## config.mk

```make
export PLATFORM = sky130hd
export DESIGN_NAME = seg_score_decoder
export DESIGN_NICKNAME = d
export VERILOG_FILES = /design/src/rtl/seg_score_decoder.sv
export SDC_FILE = /design/constraint.sdc
export NUM_CORES = 1
export LEC_CHECK = 0
export BUFFER_PORTS_ARGS = -buffer_cell sky130_fd_sc_hd__buf_2
export CAP_MARGIN = 30
export CORE_ASPECT_RATIO = 1.2
export CORE_UTILIZATION = 40
export DETAILED_ROUTE_END_ITERATION = 16
export PLACE_DENSITY = 0.61
export SYNTH_ARGS = -nofsm -noshare
export SYNTH_HDL_FRONTEND = slang
export SYNTH_SLANG_ARGS = --single-unit
```

## constraint.sdc

```tcl
create_clock -name clk -period 10.2 [get_ports clk]
set_input_delay 0.51 -clock clk [delete_from_list [all_inputs] [get_ports clk]]
set_output_delay 0.51 -clock clk [all_outputs]
set_load 0.05 [all_outputs]
```

## src/rtl/seg_score_decoder.sv

```systemverilog
// -----------------------------------------------------------------------------
// seg_score_decoder
//
// Receive side of the multiplexed two-digit 7-segment score interface. It
// samples the time-multiplexed segment and digit-select lines and rebuilds
// the two-digit BCD score shown on the display. Each digit has to decode
// identically several times before it is committed. The block also flags
// illegal patterns and illegal selects, and drops lock when scanning stalls.
//
// Ports
//   clk        : system clock
//   rst_n      : asynchronous active-low reset
//   segments   : {g,f,e,d,c,b,a} from the display driver
//   digits     : digit select, bit0 = ones, bit1 = tens
//   invert     : 1 = common-anode polarity (segments and digits active-low)
//   ones       : committed ones digit, 0-9 or 15 = blank
//   tens       : committed tens digit, 0-9 or 15 = blank
//   valid      : both digits committed and scanning alive
//   blank      : valid and both digits blank
//   changed    : one-cycle pulse when {tens,ones} is updated
//   illegal    : one-cycle pulse on an illegal pattern or digit select
//   err_count  : saturating count of illegal events
// -----------------------------------------------------------------------------
module seg_score_decoder #(
   parameter int unsigned STABLE_SAMPLES = 2,     // 1..15
   parameter int unsigned TIMEOUT        = 1024   // 2..65535
) (
   input  logic       clk,
   input  logic       rst_n,
   input  logic [6:0] segments,
   input  logic [1:0] digits,
   input  logic       invert,
   output logic [3:0] ones,
   output logic [3:0] tens,
   output logic       valid,
   output logic       blank,
   output logic       changed,
   output logic       illegal,
   output logic [7:0] err_count
);

   localparam logic [3:0]  STABLE_N  = 4'(STABLE_SAMPLES);
   localparam logic [15:0] TIMEOUT_N = 16'(TIMEOUT);
   localparam logic [3:0]  BLANK_VAL = 4'hF;

   typedef enum logic {
      SYNC   = 1'b0,
      LOCKED = 1'b1
   } state_e;

   // Returns {legal, value}. The all-off pattern is a legal blank digit.
   function automatic logic [4:0] decode(input logic [6:0] s);
      logic [4:0] r;
      case (s)
         7'b0111111: r = {1'b1, 4'd0};
         7'b0000110: r = {1'b1, 4'd1};
         7'b1011011: r = {1'b1, 4'd2};
         7'b1001111: r = {1'b1, 4'd3};
         7'b1100110: r = {1'b1, 4'd4};
         7'b1101101: r = {1'b1, 4'd5};
         7'b1111101: r = {1'b1, 4'd6};
         7'b0000111: r = {1'b1, 4'd7};
         7'b1111111: r = {1'b1, 4'd8};
         7'b1101111: r = {1'b1, 4'd9};
         7'b0000000: r = {1'b1, BLANK_VAL};
         default:    r = {1'b0, 4'd0};
      endcase
      return r;
   endfunction

   // ---------------------------------------------------------------------------
   // Stage 1: raw capture of the interface lines
   // ---------------------------------------------------------------------------
   logic [6:0] seg_q;
   logic [1:0] dig_q;
   logic       inv_q;
   logic       s1_vld_q;   // stage 1 holds a real sample (not the reset value)

   // NOTE: sequential state uses non-blocking assignments only, so every
   // register samples the pre-edge values of its inputs.
   always_ff @(posedge clk or negedge rst_n) begin
      if (!rst_n) begin
         seg_q    <= '0;
         dig_q    <= '0;
         inv_q    <= 1'b0;
         s1_vld_q <= 1'b0;
      end else begin
         seg_q    <= segments;
         dig_q    <= digits;
         inv_q    <= invert;
         s1_vld_q <= 1'b1;
      end
   end

   // ---------------------------------------------------------------------------
   // Stage 2: normalize, decode, and filter per digit (index 0 = ones, 1 = tens)
   // ---------------------------------------------------------------------------
   logic [6:0] s_norm;
   logic [1:0] d_norm;
   logic       sel_ok;
   logic       sel_idx;
   logic       pat_ok;
   logic [3:0] pat_val;

   assign s_norm  = inv_q ? ~seg_q : seg_q;
   assign d_norm  = inv_q ? ~dig_q : dig_q;
   assign sel_ok  = (d_norm == 2'b01) || (d_norm == 2'b10);
   assign sel_idx = d_norm[1];
   assign {pat_ok, pat_val} = decode(s_norm);

   state_e      state_q;
   logic [3:0]  cand_q  [2];
   logic [3:0]  cnt_q   [2];
   logic [3:0]  digit_q [2];
   logic        seen_q  [2];
   logic [15:0] stall_q;

   logic [3:0]  cand_d  [2];
   logic [3:0]  cnt_d   [2];
   logic [3:0]  digit_d [2];
   logic        seen_d  [2];
   logic [15:0] stall_d;
   logic        commit;
   logic        bad;
   logic        drop;

   // NOTE: every variable gets a default at the top of the block, so no path
   // leaves one unassigned and no latch is inferred.
   always_comb begin
      cand_d  = cand_q;
      cnt_d   = cnt_q;
      digit_d = digit_q;
      seen_d  = seen_q;
      stall_d = stall_q;
      commit  = 1'b0;
      bad     = 1'b0;

      if (s1_vld_q) begin
         // A bad select and a bad pattern in the same sample are one event.
         bad = !sel_ok || !pat_ok;

         if (sel_ok)
            stall_d = '0;
         else if (stall_q != TIMEOUT_N)
            stall_d = stall_q + 16'd1;

         if (sel_ok) begin
            if (!pat_ok) begin
               cnt_d[sel_idx] = '0;
            end else if (pat_val == cand_q[sel_idx]) begin
               if (cnt_q[sel_idx] != STABLE_N)
                  cnt_d[sel_idx] = cnt_q[sel_idx] + 4'd1;
            end else begin
               cand_d[sel_idx] = pat_val;
               cnt_d[sel_idx]  = 4'd1;
            end

            // A stable value marks the digit as seen even when it matches
            // what is already committed, so re-lock onto an unchanged score
            // is still possible after a stall.
            if (pat_ok && cnt_d[sel_idx] == STABLE_N) begin
               seen_d[sel_idx] = 1'b1;
               if (cand_d[sel_idx] != digit_q[sel_idx]) begin
                  digit_d[sel_idx] = cand_d[sel_idx];
                  commit           = 1'b1;
               end
            end
         end
      end

      // A legal select clears stall_d, so it always beats the timeout.
      drop = (state_q == LOCKED) && (stall_d == TIMEOUT_N);
   end

   // ---------------------------------------------------------------------------
   // Stage 2 registers, lock FSM and registered outputs
   // ---------------------------------------------------------------------------
   // NOTE: the per-digit arrays are only two entries deep and must come out of
   // reset in a known state, so they are reset like ordinary flops.
   always_ff @(posedge clk or negedge rst_n) begin
      if (!rst_n) begin
         state_q   <= SYNC;
         stall_q   <= '0;
         for (int i = 0; i < 2; i++) begin
            cand_q[i]  <= BLANK_VAL;
            cnt_q[i]   <= '0;
            digit_q[i] <= BLANK_VAL;
            seen_q[i]  <= 1'b0;
         end
         valid     <= 1'b0;
         blank     <= 1'b0;
         changed   <= 1'b0;
         illegal   <= 1'b0;
         err_count <= '0;
      end else begin
         stall_q <= stall_d;
         digit_q <= digit_d;
         changed <= commit;
         illegal <= bad;
         if (bad && err_count != 8'hFF)
            err_count <= err_count + 8'd1;

         // Leaving LOCKED throws away all filter history; the committed
         // digits stay on the outputs but are untrusted until re-lock.
         if (drop) begin
            for (int i = 0; i < 2; i++) begin
               cand_q[i] <= BLANK_VAL;
               cnt_q[i]  <= '0;
               seen_q[i] <= 1'b0;
            end
         end else begin
            cand_q <= cand_d;
            cnt_q  <= cnt_d;
            seen_q <= seen_d;
         end

         case (state_q)
            SYNC: begin
               if (seen_q[0] && seen_q[1]) begin
                  state_q <= LOCKED;
                  valid   <= 1'b1;
                  blank   <= (digit_d[0] == BLANK_VAL) && (digit_d[1] == BLANK_VAL);
               end else begin
                  valid <= 1'b0;
                  blank <= 1'b0;
               end
            end
            LOCKED: begin
               if (drop) begin
                  state_q <= SYNC;
                  valid   <= 1'b0;
                  blank   <= 1'b0;
               end else begin
                  valid <= 1'b1;
                  blank <= (digit_d[0] == BLANK_VAL) && (digit_d[1] == BLANK_VAL);
               end
            end
            default: begin
               state_q <= SYNC;
               valid   <= 1'b0;
               blank   <= 1'b0;
            end
         endcase
      end
   end

   assign ones = digit_q[0];
   assign tens = digit_q[1];

endmodule

```

==> flow_metrics.py, run 1 <==
metrics = {
    "sta": {
        "worst_pin_slew_ps": 855,
        "finalHoldViolCount": 0,
        "max_freq_mhz": 241,
        "slew_violations": 0,
        "setup_viol": 0,
        "fin_worst_skew_ps": 8.93,
        "min_period_over_period": 0.407,
        "rsz0062_at_grt": "no",
        "finalSetupTns_ps": 0,
        "min_period_ps": 4150,
        "slew_headroom": 0.429,
    },
    "logic_synthesis": {
        "synth-main-ff-cell": "dfrtp_1",
        "syn-cell-area_um2": 4010,
        "synth-warning-count": 0,
        "async_flop_share": 1.00,
        "ys_seq_elements": 65,
        "synthesis.nets": 439,
        "synth_edf_count": 0,
        "yosysTopAreaCell": "dfrtp_1",
        "netlist.area_leader.share": 0.306,
        "syn_area_per_cell_um2": 9.49,
        "yosysUniqueCellTypes": 77,
        "synth.area.top_cells": "dfrtp_1, dfstp_2, xnor2_1",
        "yosysSeqAreaShare": 0.411,
        "syn-instance-count": 422,
    },
    "cts": {
        "postCtsHoldBufs": 0,
        "htreeDepth": 3,
        "post_cts_buffers": 0,
        "clockBufferDepth": 2,
        "cts_resized": 0,
        "cts_buffers": 9,
        "cts_root_buffer": "clkbuf_16",
        "insertion_delay_ps": 330,
        "cts_sinks": 65,
        "cts_tree": "done",
        "clkTransAtPathRegs_ps": 50,
    },
    "critical_path": {
        "path_common_cell": "nor2_1",
        "path_class": "reg2reg",
        "r2r_start": "inv_q",
        "cp-end-kind": "register",
        "rr_endpoint": "blank",
        "startpoint_type": "register",
        "slowest_delay_ps": 820,
        "cp_cell_sequence": "xnor2_2, buf_4, nor2_1, a21oi_1, ha_1, nor3b_1, nor2_1, a311o_1, nor4b_2, o211ai_1, nor4_4, mux2i_1, and4_1",
        "crit_arrival_ps": 4420,
        "cp_slowest_cell": "dfrtp_1",
        "regToRegSetupSlack_ps": 6050,
        "rr_worst_depth": 13,
        "crit_fanout": 23,
        "required_ps": 10460,
        "cp_num_buf_inv": 1,
        "crit_family": "simple AND/OR/NAND/NOR gates",
    },
    "worst_hold_path": {
        "hp-class": "in2reg",
        "hold_end": "seg_q[5]",
        "worstHoldStart": "segments[5]",
        "hold_depth": 1,
    },
    "global_routing": {
        "antenna_found_initial": 0,
        "grt_max_degree": 66,
        "grt_pass1_vias": 3183,
        "track_usage": 0.190,
        "grt_overflow": 0,
        "grt_pass1_wl_mm": 15.7,
    },
    "floorplanning": {
        "die_w_um": 93.4,
        "rows": 39,
        "die_h_um": 112,
        "core_area_um2": 9610,
        "die-area_um2": 10400,
        "boundaryPins": 32,
        "start_util": 0.417,
    },
    "drt": {
        "avgViaCountPerCell": 5.71,
        "antenna_left": 0,
        "vias": 3270,
        "drt_wl_total_mm": 9.12,
        "avgRoutedWirePerCell_um": 15.9,
        "drc_errors": 0,
        "first_pass_iters": 4,
        "drt_iter0_drc": 164,
    },
    "placement": {
        "io_buffers": 31,
        "gp_congestion": 0.817,
        "dpl.cell_count": 556,
        "hpwl_mm": 6.30,
        "place_area_um2": 4240,
    },
    "run_status": {
        "outcome": "finished, final reports clean",
    },
    "finish": {
        "drive_above_1_share": 0.204,
        "finalNetCount": 462,
        "synthToLayoutAreaGrowth_pct": 13.3,
        "antenna_cells": 0,
        "instances_no_fill": 573,
        "final_area_um2": 4540,
        "fillers": 899,
    },
    "power_and_ir_drop": {
        "leakagePower_nw": 1.90,
        "ir_drop_v": 0.000145,
        "p_per_area_nw_per_um2": 181,
    },
    "flow_run": {
        "cap_violations": 0,
    },
}
Yosys cell counts (all sizes together) (4+ instances only):
master	number
a21oi	16
a2bb2oi	5
a31oi	5
and3	6
buf	9
clkbuf	15
dfrtp	49
dfstp	16
ha	5
inv	16
mux2	8
mux2i	7
nand2	28
nand2b	5
nand3	16
nand4	9
nor2	43
nor3	14
nor3b	4
nor4	12
nor4b	5
o211ai	5
o21ai	15
o221ai	5
o22a	5
o32a	5
xnor2	20
xor2	18
cell usage in the layout (no fill, tap or decap), types with 3 or more instances in the layout:
master and n:
dfrtp_1 49, nor2_1 43, buf_2 31, nand2_1 28, xnor2_1 19, xor2_1 17, inv_1 16, nand3_1 16
dfstp_2 16, a21oi_1 15, o21ai_0 14, nor3_1 12, nor4_1 11, clkbuf_16 10, nand4_1 9, mux2_2 8
mux2i_1 7, and3_1 6, nand2b_1 5, o22a_1 5, a31oi_1 5, o32a_1 5, ha_1 5, nor3b_1 4
nor4b_1 4, o211ai_1 4, buf_4 4, and4_1 3, a2bb2oi_1 3, o22ai_1 3, nand4b_1 3, o31ai_1 3
and2_1 3, or3_1 3, o221ai_1 3
state kept, by name (all words and copies together) (netlist names), 2 cells and up:
signal	cells
seen_q	2
cnt_q	8
seg_q	7
tens	4
err_count	8
cand_q	8
ones	4
stall_q	16
dig_q	2
logic make-up after synthesis:
group | synth area share
AO/OA/AOI/OAI | 0.179
XOR/XNOR | 0.0868
adder cells (fa/ha/maj) | 0.0156
buffers and inverters | 0.0422
flip-flops | 0.411
multiplexers | 0.0400
other | 0.000936
AND/OR/NAND/NOR | 0.224
worst max-delay path by stage:
stage | startpoint | endpoint | depth (start not counted)
2_1_floorplan | inv_q | tens[1] | 14
3_3_place_gp | inv_q | blank | 12
3_5_place_dp | inv_q | tens[1] | 11
4_1_cts | inv_q | blank | 13
5_1_grt | inv_q | blank | 12
6_report | inv_q | blank | 13
where the power goes:
group / switching, W / internal, W / total, W
Sequential: 0.0000420 / 0.000291 / 0.000333
Combinational: 0.000121 / 0.0000671 / 0.000188
Clock: 0.000109 / 0.000192 / 0.000300
Total: 0.000272 / 0.000550 / 0.000822
metrics by stage:
stage	hold WS (ps)	utilization	setup slack, ps	total power (W)
after detailed placement	482	0.441	6100	0.000525
after CTS	273	0.472	6040	0.000830
final	285	0.472	6050	0.000822
after global placement	480	0.440	6270	0.000520
after global routing	270	0.472	5630	0.000869
after floorplan	214	-	6460	0.000473
final cells by class:
cell class / count / area [um2] / area share
sequential: 65 / 1650 / 0.363
inverter: 17 / 63.8 / 0.0141
multi-input combinational: 316 / 2190 / 0.483
clock inverter: 2 / 10.0 / 0.00220
timing repair buffer: 36 / 190 / 0.0419
tap: 123 / 154 / 0.0339
clock buffer: 14 / 285 / 0.0628
worst reg2reg max path: cells and delay by family (launching register included):
kind                     cells  cell delay (ps)
AND/OR/NAND/NOR              6             1620
flip-flops                   1              820
AO/OA/AOI/OAI                3              740
buffers and inverters        1              290
multiplexers                 1              220
adder cells (fa/ha/maj)      1              210
XOR/XNOR                     1              180
routing by layer:
metal  part of all wire  GRT usage  vias to the layer above  routed length, um
li1                   -          -                     1604                  -
met1               0.46      0.244                     1609               4210
met2               0.50      0.313                       48               4520
met3              0.025     0.0464                        9                224
met4              0.017     0.0626                        0                154
met5                  0          0                        -                  0
No activity file was read; power rests on OpenSTA's default activity.
==> run 2, diff against run 1 <==
--- a/config.mk
+++ b/config.mk
@@ -5,6 +5,7 @@
 export SDC_FILE = /design/constraint.sdc
 export NUM_CORES = 1
 export LEC_CHECK = 0
+export ABC_AREA = 1
 export BUFFER_PORTS_ARGS = -buffer_cell sky130_fd_sc_hd__buf_2
 export CAP_MARGIN = 30
 export CORE_ASPECT_RATIO = 1.2
==> constraint.sdc (replaced) <==
create_clock -name clk -period 4.2 [get_ports clk]
set_input_delay 0.21 -clock clk [delete_from_list [all_inputs] [get_ports clk]]
set_output_delay 0.21 -clock clk [all_outputs]
set_load 0.05 [all_outputs]
==> run 2 against run 1 <==
Against the previous run: synthesized cell count rose by 47%; critical path type unchanged; total power grew to 2.6 times the previous value; final area up 13%; combinational power increased to 3.3 times the previous value; global-route usage fell by 0.47 points; via count is 20% higher; highest routed layer unchanged; first-iteration DRC count rose by 44%; sequential share of layout area decreased by 4.0 points; count of clock-buffer cells in the layout down 4.
==> flow_metrics.py, run 2 <==
metrics = {
    "sta": {
        "finalSetupTns_ps": 0,
        "worst_pin_slew_ps": 604,
        "min_period_ps": 3490,
        "rsz0062_at_grt": "no",
        "setup_viol": 0,
        "fin_ws_ps": 707,
        "slew_violations": 0,
        "max_freq_mhz": 286,
        "slew_headroom": 0.597,
        "fin_worst_skew_ps": 5.00,
        "finalHoldViolCount": 0,
        "min_period_over_period": 0.832,
    },
    "floorplanning": {
        "die_h_um": 118,
        "die-area_um2": 11600,
        "start_util": 0.418,
        "die_w_um": 98.4,
        "boundaryPins": 32,
        "rows": 41,
        "core_area_um2": 10700,
    },
    "cts": {
        "post_cts_buffers": 0,
        "clockBufferDepth": 2,
        "cts_tree": "done",
        "postCtsHoldBufs": 11,
        "insertion_delay_ps": 330,
        "clkTransAtPathRegs_ps": 60,
        "cts_root_buffer": "clkbuf_16",
        "htreeDepth": 3,
        "cts_sinks": 65,
        "cts_resized": 0,
        "cts_buffers": 9,
    },
    "logic_synthesis": {
        "ys_seq_elements": 65,
        "syn_area_per_cell_um2": 7.18,
        "synth_common_cells": "nand2_1, inv_1, nor2_1",
        "netlist.area_leader.share": 0.275,
        "async_flop_share": 1.00,
        "synth-main-ff-cell": "dfrtp_1",
        "yosysMostFrequentCell": "nand2_1",
        "syn-instance-count": 621,
        "synthesis.nets": 638,
        "yosysSeqAreaShare": 0.369,
        "synth.area.top_cells": "dfrtp_1, nand2_1, dfstp_2",
        "synth-warning-count": 0,
        "yosysTopAreaCell": "dfrtp_1",
        "yosysUniqueCellTypes": 47,
        "syn-cell-area_um2": 4460,
        "synth_edf_count": 0,
    },
    "flow_run": {
        "cap_violations": 0,
    },
    "drt": {
        "first_pass_iters": 6,
        "antenna_left": 0,
        "vias": 3940,
        "avgRoutedWirePerCell_um": 12.4,
        "drc_errors": 0,
        "avgViaCountPerCell": 4.94,
        "drt_wl_total_mm": 9.87,
        "drt_iter0_drc": 236,
    },
    "worst_hold_path": {
        "hp-class": "in2async",
    },
    "critical_path": {
        "startpoint_type": "register",
        "crit_fanout": 43,
        "path_class": "reg2reg",
        "r2r_start": "inv_q",
        "cp_slowest_cell": "dfrtp_1",
        "crit_start": "inv_q",
        "crit_arrival_ps": 3760,
        "path_common_cell": "nand2_1",
        "regToRegSetupSlack_ps": 710,
        "cp-end-kind": "register",
        "rr_worst_depth": 22,
        "slowest_delay_ps": 590,
        "cp_cell_sequence": "inv_6, nand2_1, nand2_2, buf_4, o21ai_0, ha_1, nand2_1, nand2_1, xor2_1, nand2_1, o31ai_1, inv_2, nand2_1, nor2_1, nand2_2, nand2_4, nand4_2, nand2_1, nand2_1, nor2_1, nand3_1, nor2_1",
        "required_ps": 4470,
        "rr_endpoint": "blank",
    },
    "finish": {
        "drive_above_1_share": 0.198,
        "synthToLayoutAreaGrowth_pct": 14.6,
        "final_common_cell": "nand2_1",
        "final_cell_mix": "nand2_1, inv_1, nor2_1",
        "top_register": "stall_q",
        "largest_reg_flops": 16,
        "antenna_cells": 0,
        "finalNetCount": 680,
    },
    "power_and_ir_drop": {
        "leakagePower_nw": 2.71,
        "p_per_area_nw_per_um2": 426,
        "ir_drop_v": 0.000207,
    },
    "placement": {
        "hpwl_mm": 7.31,
        "io_buffers": 31,
        "gp_congestion": 0.848,
        "place_ws_ps": 741,
    },
    "global_routing": {
        "grt_pass1_wl_mm": 17.4,
        "grt_overflow": 0,
        "antenna_found_initial": 0,
        "track_usage": 0.186,
        "grt_pass1_vias": 3870,
        "grt_max_degree": 49,
    },
    "run_status": {
        "outcome": "finished, final reports clean",
    },
}
[run 2: changes by cell type after synthesis, sizes merged, moves of 8 or more]
| cell | before | now |
|---|---|---|
| nand2 | 28 | 207 |
| inv | 16 | 96 |
| nand3 | 16 | 47 |
| nor2 | 43 | 66 |
| o21ai | 15 | 37 |
| xnor2 | 20 | 4 |
| clkbuf | 15 | 3 |
| nor4 | 12 | 3 |
| nand4 | 9 | 17 |
[run 2: logic make-up after synthesis]
| logic type | synth area share |
|---|---|
| AOI/OAI and AO/OA | 0.0844 |
| xor gates and xnor gates | 0.0294 |
| adders and majority gates | 0.0140 |
| buffers and inverters | 0.112 |
| DFF | 0.369 |
| muxes | 0.00252 |
| other | 0.000840 |
| and+or+nand+nor | 0.388 |
[run 2: layer usage]
| metal | track usage | vias to the layer above | share of wire |
|---|---|---|---|
| li1 | - | 2032 | - |
| met1 | 0.226 | 1830 | 0.44 |
| met2 | 0.321 | 58 | 0.51 |
| met3 | 0.0333 | 20 | 0.029 |
| met4 | 0.0784 | 0 | 0.022 |
| met5 | 0 | - | 0 |
[run 2: report_power, final]
| part | switching, W | internal, W |
|---|---|---|
| combinational | 0.000424 | 0.000191 |
| clock | 0.000278 | 0.000476 |
| sequential | 0.0000749 | 0.000731 |
[run 2: final cells by class]
class | count | area [um2]
Fill cell | 1082 | 5560
Multi-Input combinational cell | 441 | 2320
Sequential cell | 65 | 1650
Inverter | 99 | 377
Timing Repair Buffer | 47 | 303
Clock buffer | 10 | 239
Tap cell | 129 | 161
Clock inverter | 6 | 67.6
[run 2: worst max-delay path: cells and delay by family, from the launching register on]
kind                       cells  cell delay, ps
and+or+nand+nor               15            1420
buffers and inverters          3             670
DFF                            1             590
AOI/OAI and AO/OA              2             320
adders and majority gates      1             230
xor gates and xnor gates       1             170
[run 2: worst max path at each step]
stage / to / slack (ps) / cells past startpoint
6_report: blank / 710 / 22
3_5_place_dp: blank / 740 / 23
3_3_place_gp: blank / 800 / 23
5_1_grt: blank / 290 / 22
2_1_floorplan: blank / 1500 / 23
4_1_cts: blank / 690 / 22
[run 2: metrics by stage]
step                      instance area, um2  std cells  power [W]  hold slack [ps]  utilization
final                                   5110        797    0.00217              335        0.479
after global routing                    5110        797    0.00231              376        0.479
after floorplan                         4460        621    0.00129            -85.6            -
after global placement                  4690        770    0.00142              169        0.440
after CTS                               5110        797    0.00220              349        0.479
after detailed placement                4690        770    0.00143              167        0.440
==> run 3, diff against run 2 <==
==> constraint.sdc (replaced) <==
create_clock -name clk -period 3.5 [get_ports clk]
set_input_delay 0.175 -clock clk [delete_from_list [all_inputs] [get_ports clk]]
set_output_delay 0.175 -clock clk [all_outputs]
set_load 0.05 [all_outputs]
==> run 3 against run 2 <==
Against the previous run: flip-flop and latch count did not move; worst setup slack lost 310 ps; maximum frequency grew 13%; global-route usage up 0.31 points; critical endpoint unchanged; largest cell class unchanged.
==> flow_metrics.py, run 3 (same netlist as run 2, synthesis figures left out) <==
metrics = {
    "run_status": {
        "outcome": "finished, final reports clean",
    },
    "sta": {
        "fin_worst_skew_ps": 8.14,
        "finalHoldViolCount": 0,
        "holdWs_ps": 393,
        "slew_headroom": 0.588,
        "setup_viol": 0,
        "finalSetupTns_ps": 0,
        "min_period_ps": 3100,
        "rsz0062_at_grt": "no",
        "min_period_over_period": 0.887,
        "fin_ws_ps": 397,
        "slew_violations": 0,
        "max_freq_mhz": 322,
        "worst_pin_slew_ps": 619,
    },
    "finish": {
        "synthToLayoutAreaGrowth_pct": 15.2,
        "drive_above_1_share": 0.204,
        "final_util": 0.482,
        "final_cell_mix": "nand2_1, inv_1, nor2_1",
        "antenna_cells": 0,
        "finalNetCount": 684,
        "largest_reg_flops": 16,
        "top_register": "stall_q",
        "final_common_cell": "nand2_1",
    },
    "global_routing": {
        "track_usage": 0.189,
        "grt_pass1_vias": 4009,
        "grt.met2_usage": 0.334,
        "top_usage_layer": "met2",
        "grt.met3_usage": 0.0333,
        "use_met1": 0.225,
        "grt_overflow": 0,
        "antenna_found_initial": 0,
        "grt_max_degree": 44,
        "grt_pass1_wl_mm": 17.7,
    },
    "cts": {
        "clockBufferDepth": 2,
        "cts_root_buffer": "clkbuf_16",
        "post_cts_buffers": 0,
        "clkTransAtPathRegs_ps": 60,
        "cts_buffers": 9,
        "insertion_delay_ps": 340,
        "cts_tree": "done",
        "cts_sinks": 65,
        "htreeDepth": 3,
    },
    "floorplanning": {
        "boundaryPins": 32,
        "rows": 41,
        "start_util": 0.418,
        "core_area_um2": 10700,
        "die_h_um": 118,
        "die_w_um": 98.4,
        "die-area_um2": 11600,
    },
    "power_and_ir_drop": {
        "total_power_w": 0.00256,
        "ir_drop_v": 0.000286,
        "leakagePower_nw": 2.73,
        "p_per_area_nw_per_um2": 498,
    },
    "critical_path": {
        "required_ps": 3730,
        "startpoint_type": "register",
        "crit_fanout": 13,
        "cp-end-kind": "register",
        "path_class": "reg2reg",
        "crit_arrival_ps": 3330,
    },
    "placement": {
        "io_buffers": 31,
        "place_ws_ps": 319,
        "hpwl_mm": 7.33,
        "gp_congestion": 0.850,
    },
    "flow_run": {
        "cap_violations": 0,
    },
    "drt": {
        "drt_iter0_drc": 158,
        "first_pass_iters": 7,
        "antenna_left": 0,
        "avgRoutedWirePerCell_um": 12.5,
        "drc_errors": 0,
        "drt_wl_total_mm": 10.0,
        "avgViaCountPerCell": 5.01,
        "vias": 4013,
    },
    "worst_hold_path": {
        "hp-class": "in2async",
    },
}
## run 3: cell types whose count changed in the layout (fill, tap and decap cells not counted), sizes merged
cell,change
clkbuf,+1
buf,+3
bufinv,-1
nand3,+1
## run 3: worst max-delay path, cell delays in order (launching register included)
cell	delay [ps]
dfrtp_2	450
buf_4	190
nand2_1	70
nand2_1	80
nand2_1	180
nor2_1	70
nand2_1	90
nand2_1	100
nor2_4	230
nand3_4	200
clkinv_1	140
nand2_1	50
nand2_1	90
nand2_1	90
nand2_1	90
nand2_1	50
nand2_1	80
inv_2	40
nand3_4	110
nand4_2	150
nand2_1	100
inv_2	30
nor2_1	130
nor2_1	60
nand2_1	60
nor2_1	40
## run 3: metrics by stage
| step | instance area, um2 | std cells |
|---|---|---|
| finish | 5140 | 801 |
| global route | 5140 | 801 |
| floorplan | 4460 | 621 |
| CTS | 5120 | 800 |
| detailed placement | 4730 | 773 |
| global placement | 4730 | 773 |
## run 3: layout make-up
class | instances | area (um2)
sequential | 65 | 1650
multi-input combinational | 442 | 2330
clock inverter | 5 | 30.0
inverter | 99 | 377
fill | 1067 | 5530
clock buffer | 11 | 253
timing repair buffer | 50 | 338
tap | 129 | 161
## run 3: path summary, 6_finish.rpt
kind / startpoint / to / slack, ps / depth (start not counted)
min reg2reg: err_count[7] / err_count[7] / 500 / 1
max: inv_q / blank / 400 / 25
max reg2reg: inv_q / blank / 400 / 25
max in group asynchronous: rst_n / inv_q / 2340 / 3
min: rst_n / stall_q[12] / 390 / 2
min in group clk: segments[2] / seg_q[2] / 480 / 2
## run 3: timing repair
action | CTS | global route
hold buffers | 11 | 0
setup endpoints to repair | 0 | 1
hold endpoints to repair | 34 | 0
resized for setup | 0 | 2
## run 3: power by group
group / switching, W / internal, W / leakage [nW]
logic: 0.000510 / 0.000236 / 1.79
registers: 0.0000836 / 0.000877 / 0.806
clock network: 0.000340 / 0.000514 / 0.137
## run 3: metal layers
| layer | routed length (um) | vias up |
|---|---|---|
| met5 | 0 | - |
| met4 | 193 | 0 |
| met3 | 245 | 18 |
| met2 | 5140 | 68 |
| met1 | 4440 | 1879 |
| li1 | - | 2048 |
